## config.mk

```make
export PLATFORM = sky130hd
export DESIGN_NAME = muldiv_unit
export DESIGN_NICKNAME = d
export VERILOG_FILES = /design/src/rtl/muldiv_pkg.sv /design/src/rtl/muldiv_special_case.sv /design/src/rtl/muldiv_unit.sv
export SDC_FILE = /design/constraint.sdc
export NUM_CORES = 1
export LEC_CHECK = 0
export CAP_MARGIN = 20
export CELL_PAD_IN_SITES_DETAIL_PLACEMENT = 0
export CELL_PAD_IN_SITES_GLOBAL_PLACEMENT = 1
export CORE_MARGIN = 5
export CORE_UTILIZATION = 25
export CTS_BUF_LIST = sky130_fd_sc_hd__clkbuf_16
export CTS_CLUSTER_DIAMETER = 40
export DETAILED_ROUTE_END_ITERATION = 7
export PLACE_DENSITY = 0.58
export SETUP_SLACK_MARGIN = 0.4
export SLEW_MARGIN = 20
export SYNTH_ARGS = -nofsm -noshare
export SYNTH_HDL_FRONTEND = slang
export SYNTH_SLANG_ARGS = --single-unit
```

## constraint.sdc

```tcl
create_clock -name clk -period 11.8 [get_ports clk]
set_input_delay 1.18 -clock clk [delete_from_list [all_inputs] [get_ports clk]]
set_output_delay 1.18 -clock clk [all_outputs]
set_load 0.1 [all_outputs]
```

## src/rtl/muldiv_pkg.sv

```systemverilog
// Shared types and opcode helpers for the iterative RV32M multiply/divide unit.
package muldiv_pkg;

    typedef enum logic [2:0] {
        MUL    = 3'd0,
        MULH   = 3'd1,
        MULHSU = 3'd2,
        MULHU  = 3'd3,
        DIV    = 3'd4,
        DIVU   = 3'd5,
        REM    = 3'd6,
        REMU   = 3'd7
    } muldiv_op_t;

    typedef enum logic [1:0] {
        IDLE   = 2'd0,
        CALC   = 2'd1,
        FINISH = 2'd2
    } muldiv_state_t;

    function automatic logic is_div(input muldiv_op_t op);
        return op[2];
    endfunction

    function automatic logic is_rem(input muldiv_op_t op);
        return (op == REM) || (op == REMU);
    endfunction

    function automatic logic is_signed_a(input muldiv_op_t op);
        return op inside {MUL, MULH, MULHSU, DIV, REM};
    endfunction

    function automatic logic is_signed_b(input muldiv_op_t op);
        return op inside {MUL, MULH, DIV, REM};
    endfunction

endpackage

```

## src/rtl/muldiv_special_case.sv

```systemverilog
// Detects divide-by-zero and signed-overflow divides, which bypass iteration
// and return their RISC-V defined value directly.
module muldiv_special_case
    import muldiv_pkg::*;
#(
    parameter int XLEN = 32
) (
    input  logic [2:0]      op,
    input  logic [XLEN-1:0] a,
    input  logic [XLEN-1:0] b,
    output logic            hit,
    output logic [XLEN-1:0] value
);

    localparam logic [XLEN-1:0] MIN_NEG = {1'b1, {(XLEN-1){1'b0}}};

    muldiv_op_t op_e;
    assign op_e = muldiv_op_t'(op);

    always_comb begin
        hit   = 1'b0;
        value = '0;
        if (is_div(op_e)) begin
            if (b == '0) begin
                hit   = 1'b1;
                value = is_rem(op_e) ? a : '1;
            end else if (is_signed_a(op_e) && (a == MIN_NEG) && (&b)) begin
                hit   = 1'b1;
                value = is_rem(op_e) ? '0 : a;
            end
        end
    end

endmodule

```

## src/rtl/muldiv_unit.sv

```systemverilog
// Iterative RV32M multiply/divide: shift-add multiply and restoring divide on
// operand magnitudes, with sign correction applied in a single FINISH cycle.
module muldiv_unit
    import muldiv_pkg::*;
#(
    parameter  int XLEN  = 32,
    localparam int CNT_W = $clog2(XLEN)
) (
    input  logic            clk,
    input  logic            reset,
    input  logic            start,
    input  logic [2:0]      op,
    input  logic [XLEN-1:0] a,
    input  logic [XLEN-1:0] b,
    input  logic            flush,
    output logic            busy,
    output logic            done,
    output logic [XLEN-1:0] result
);

    muldiv_state_t   state_reg;
    muldiv_op_t      op_reg;
    logic            neg_res_reg;
    logic            neg_rem_reg;
    logic            spec_reg;
    logic [CNT_W-1:0] count_reg;
    logic [XLEN-1:0] acc_reg;
    logic [XLEN-1:0] lo_reg;
    logic [XLEN-1:0] opnd_reg;
    logic [XLEN-1:0] result_reg;
    logic            done_reg;
    logic            busy_reg;

    muldiv_op_t      op_in;
    logic            a_neg;
    logic            b_neg;
    logic [XLEN-1:0] mag_a;
    logic [XLEN-1:0] mag_b;
    logic            spec_hit;
    logic [XLEN-1:0] spec_value;

    assign op_in = muldiv_op_t'(op);
    assign a_neg = is_signed_a(op_in) & a[XLEN-1];
    assign b_neg = is_signed_b(op_in) & b[XLEN-1];
    assign mag_a = a_neg ? -a : a;
    assign mag_b = b_neg ? -b : b;

    muldiv_special_case #(.XLEN(XLEN)) u_special (
        .op    (op),
        .a     (a),
        .b     (b),
        .hit   (spec_hit),
        .value (spec_value)
    );

    // Multiply step: acc holds the running high half, lo the unconsumed multiplier bits.
    logic [XLEN:0] mul_sum;
    assign mul_sum = {1'b0, acc_reg} + (lo_reg[0] ? {1'b0, opnd_reg} : '0);

    // Divide step: acc is the partial remainder, lo shifts dividend out / quotient in.
    logic [XLEN:0] div_shift;
    logic [XLEN:0] div_diff;
    logic          div_sub;
    assign div_shift = {acc_reg, lo_reg[XLEN-1]};
    assign div_diff  = div_shift - {1'b0, opnd_reg};
    assign div_sub   = ~div_diff[XLEN];

    logic [2*XLEN-1:0] prod_fix;
    logic [XLEN-1:0]   quo_fix;
    logic [XLEN-1:0]   rem_fix;
    logic [XLEN-1:0]   final_value;

    assign prod_fix = neg_res_reg ? -{acc_reg, lo_reg} : {acc_reg, lo_reg};
    assign quo_fix  = neg_res_reg ? -lo_reg : lo_reg;
    assign rem_fix  = neg_rem_reg ? -acc_reg : acc_reg;

    always_comb begin
        final_value = '0;
        if (spec_reg) begin
            final_value = lo_reg;
        end else begin
            case (op_reg)
                MUL:                  final_value = prod_fix[XLEN-1:0];
                MULH, MULHSU, MULHU:  final_value = prod_fix[2*XLEN-1:XLEN];
                DIV, DIVU:            final_value = quo_fix;
                REM, REMU:            final_value = rem_fix;
                default:              final_value = '0;
            endcase
        end
    end

    always_ff @(posedge clk or posedge reset) begin
        if (reset) begin
            state_reg   <= IDLE;
            op_reg      <= MUL;
            neg_res_reg <= 1'b0;
            neg_rem_reg <= 1'b0;
            spec_reg    <= 1'b0;
            count_reg   <= '0;
            acc_reg     <= '0;
            lo_reg      <= '0;
            opnd_reg    <= '0;
            result_reg  <= '0;
            done_reg    <= 1'b0;
            busy_reg    <= 1'b0;
        end else begin
            done_reg <= 1'b0;
            case (state_reg)
                IDLE: begin
                    if (start && !flush) begin
                        op_reg      <= op_in;
                        neg_res_reg <= a_neg ^ b_neg;
                        neg_rem_reg <= a_neg;
                        count_reg   <= '0;
                        acc_reg     <= '0;
                        busy_reg    <= 1'b1;
                        spec_reg    <= spec_hit;
                        if (spec_hit) begin
                            lo_reg    <= spec_value;
                            state_reg <= FINISH;
                        end else begin
                            lo_reg    <= is_div(op_in) ? mag_a : mag_b;
                            opnd_reg  <= is_div(op_in) ? mag_b : mag_a;
                            state_reg <= CALC;
                        end
                    end
                end
                CALC: begin
                    if (flush) begin
                        state_reg <= IDLE;
                        busy_reg  <= 1'b0;
                    end else begin
                        if (is_div(op_reg)) begin
                            acc_reg <= div_sub ? div_diff[XLEN-1:0] : div_shift[XLEN-1:0];
                            lo_reg  <= {lo_reg[XLEN-2:0], div_sub};
                        end else begin
                            acc_reg <= mul_sum[XLEN:1];
                            lo_reg  <= {mul_sum[0], lo_reg[XLEN-1:1]};
                        end
                        count_reg <= count_reg + 1'b1;
                        if (count_reg == CNT_W'(XLEN-1)) begin
                            state_reg <= FINISH;
                        end
                    end
                end
                FINISH: begin
                    state_reg <= IDLE;
                    busy_reg  <= 1'b0;
                    if (!flush) begin
                        result_reg <= final_value;
                        done_reg   <= 1'b1;
                    end
                end
                default: begin
                    state_reg <= IDLE;
                    busy_reg  <= 1'b0;
                end
            endcase
        end
    end

    assign busy   = busy_reg;
    assign done   = done_reg;
    assign result = result_reg;

endmodule

```

==> run_results.csv <==
group,metric,value,unit
status,status,"finished, final reports clean",
clock_tree,root_buffer,"clkbuf_16",
critical_path,required,12170,ps
critical_path,cp_max_fo,30,
critical_path,rr_endpoint,"acc_reg[6]",
synthesis,synth_area_leaders,"dfrtp_1 (24%), o21ai_0 (7.0%), ha_1 (6.0%)",
finish,nets,2117,
power,power_density,209.2,nW/um^2
clock_tree,cts_tree,"done",
critical_path,end_kind,"flop",
route,avgRoutedWirePerCell,22.25,um
power,swShare,0.5205,
critical_path,crit_end,"lo_reg[29]",
clock_tree,cts.sink_count,143,
critical_path,worstSetupPathType,"in2reg",
route,first_iter_violations,1283,
finish,final_layout_size_suffix_gt1_frac,0.06395,
route,drc,0,
synthesis,synth.area.mux_share,0.06411,
route,first_pass_iters,6,
critical_path,cp.arrival,4930,ps
synthesis,synth-main-ff-cell,"dfrtp_1",
synthesis,yosysTopAreaCell,"dfrtp_1",
synthesis,ys_types,78,
route,wirelength,61380,um
synthesis,synth-simple-area-share,0.1966,
critical_path,cp-start-kind,"primary input",
clock_tree,cts-buffers-inserted,17,
clock_tree,clk_latency,480,ps
clock_tree,postCtsSetupRepairBufs,0,
finish,insertedDiodeCount,0,
grt,grt_pass1_wl,93560,um
critical_path,critPathLaunch,"b[2]",
clock_tree,cts_hold_buf,0,
die,initial_core_util,0.2518,
sta,rsz0062_at_grt,"no",
power,seqPwrFrac,0.248,
hold_path,hold_class,"reg2reg",
grt,track_usage,0.1882,
die,coreArea,58910,um^2
placement,place_area,16510,um^2
critical_path,rrSetupSlack,7400,ps
finish,num-fill-cells,6372,
die,die_area,64300,um^2
power,p_comb_frac,0.600,
power,clockPowerShare,0.151,
synthesis,syn_nets,2103,
placement,io_buffers,104,
finish,syn2layout_area_growth,15.21,%
sta,fin_setup_tns,0,ps
grt,grt_pass1_vias,14420,
sta,finalHoldViolCount,0,
sta,fmax,219.4,MHz
power,total_leakage_power,6.803,nW
die,rows,89,
synthesis,yosys_warnings,0,
grt,grt_antenna_before_repair,0,
sta,layout_setup_ws,7243,ps
flow_run,cap_violations,0,
clock_tree,cts.clk_slew.worst_paths,70,ps
sta,slew_violations,0,
power,power,3.575,mW
sta,period_needed,4557,ps
route,dr_total_vias,15110,
synthesis,synth_area_per_cell,7.571,um^2
die,die_height,253.6,um
clock_tree,post_cts_resized,0,
synthesis,ys_ff_latch,143,
sta,period_share,0.3862,
grt,gr-total-overflow,0,
placement,hpwlAfterDp,46890,um
sta,setup_viol,0,
critical_path,r2r_cells,13,
synthesis,async_flop_share,1.000,
power,p_int,1.714,mW
route,avgViaCountPerCell,5.475,
grt,grt_max_degree,87,
synthesis,synth_adder_area_share,0.06259,
power,switching_power,1.861,mW
synthesis,synth-seq-area-share,0.2413,
synthesis,syn-cell-area,14830,um^2
sta,maxSlewHeadroom,0.2813,
sta,skew,23.69,ps
clock_tree,htree_levels,4,
critical_path,r2r-start,"lo_reg[31]",
route,postRouteAntennaNets,0,
clock_tree,clock_path_buffers,2,
die,die_width,253.6,um
die,io-pin-count,105,
finish,finalInstanceArea,17090,um^2
power,irDropWorstVdd,113.5,uV
synthesis,synth-compound-area-share,0.2752,
synthesis,netlist.area_leader.share,0.2413,
synthesis,synth_cells,1959,
synthesis,synth_top_family_by_area,"compound AO/OA/AOI/OAI gates",
synthesis,synthXorXnorAreaFrac,0.1063,
sta,tightest_slew,1074,ps
synthesis,synth_edf_count,0,
placement,pre_cts_ws,6714,ps
placement,gp_congestion,0.8825,
[critical path, stage by stage]
cell,delay [ps]
clkdlybuf4s50_1,490
or3_1,410
or3b_2,520
and4bb_1,430
nor3b_4,340
o21a_1,850
o21ai_0,200
o211ai_1,160
a21oi_1,70
a311oi_1,260
[cells in the mapped netlist, drive strengths merged, types with 26 or more instances]
cell	n
xnor2	100
mux2i	68
nor3	52
a21oi	168
nor2	160
dfrtp	143
a21o	26
nand3	47
nand2	195
clkbuf	113
ha	71
or3	30
inv	74
o211ai	26
o21ai	217
xor2	80
[worst min path at each step]
stage	from	endpoint	slack, ps	cells after the start
global placement	result[19]	result[19]	470	2
floorplan	opnd_reg[17]	opnd_reg[17]	450	2
detailed placement	opnd_reg[19]	opnd_reg[19]	470	2
CTS	result[18]	result[18]	490	2
finish	result[18]	result[18]	480	2
global route	opnd_reg[29]	opnd_reg[29]	510	2
[cells by family (layout without fill, tap and decap cells)]
logic type | Yosys count | count (layout)
simple gates | 614 | 614
compound gates | 651 | 651
mux | 92 | 92
xor+xnor | 180 | 180
buf+inv | 206 | 233
flops | 143 | 143
fa+ha+maj | 73 | 73
[routing by layer]
metal  global-route usage  part of all wire  wire, um
met1               0.2768              0.48     29420
met2               0.2954              0.45     27790
met3              0.02426             0.052      3194
met4              0.04088             0.016       979
met5                    0                 0         0
[per-stage QoR]
step	util	hold WS, ps	std cells
2_1_floorplan	-	449.8	1959
3_3_place_gp	0.2802	466.6	2726
3_5_place_dp	0.2802	472.0	2726
4_1_cts	0.2896	487.4	2758
5_1_grt	0.2901	506.2	2759
6_report	0.2901	478.2	2759
[power by group through the flow]
stage	combinational, mW	clock (mW)	sequential, mW
floorplan	1.62	0	0.722
global placement	2.11	0	0.891
detailed placement	2.10	0	0.893
CTS	2.12	0.553	0.883
global route	2.36	0.576	0.902
finish	2.15	0.541	0.887
[final cells by class]
type                            instances  area [um^2]  share of cell area
Multi-Input combinational cell       1610        10480              0.6133
Sequential cell                       143         3580              0.2095
Timing Repair Buffer                  126         1221             0.07147
Tap cell                              773        967.2             0.05660
Clock buffer                           17        425.4             0.02490
Inverter                               75        286.5             0.01677
Clock inverter                         15        127.6            0.007469
[layout by cell type, fill, tap and decap left out, drive strengths merged, types with 9 or more instances in the layout]
cell type and count:
or3 30, ha 71, mux2i 68, a21oi 168
clkdlybuf4s50 103, and2 11, nand2b 11, o211ai 26
a221o 9, nand4 21, nor2b 10, a21o 26
o221ai 16, or4 19, xor2 80, nand2 195
nor3 52, buf 23, xnor2 100, mux2 24
o21a 14, dfrtp 143, a31oi 25, or2 10
nor4 18, clkbuf 17, and3 11, o22ai 15
nand3 47, inv 82, a211oi 15, o221a 18
a22oi 13, o31ai 23, o21ai 217, nor2 160
Power figures use the tool's default switching activity.
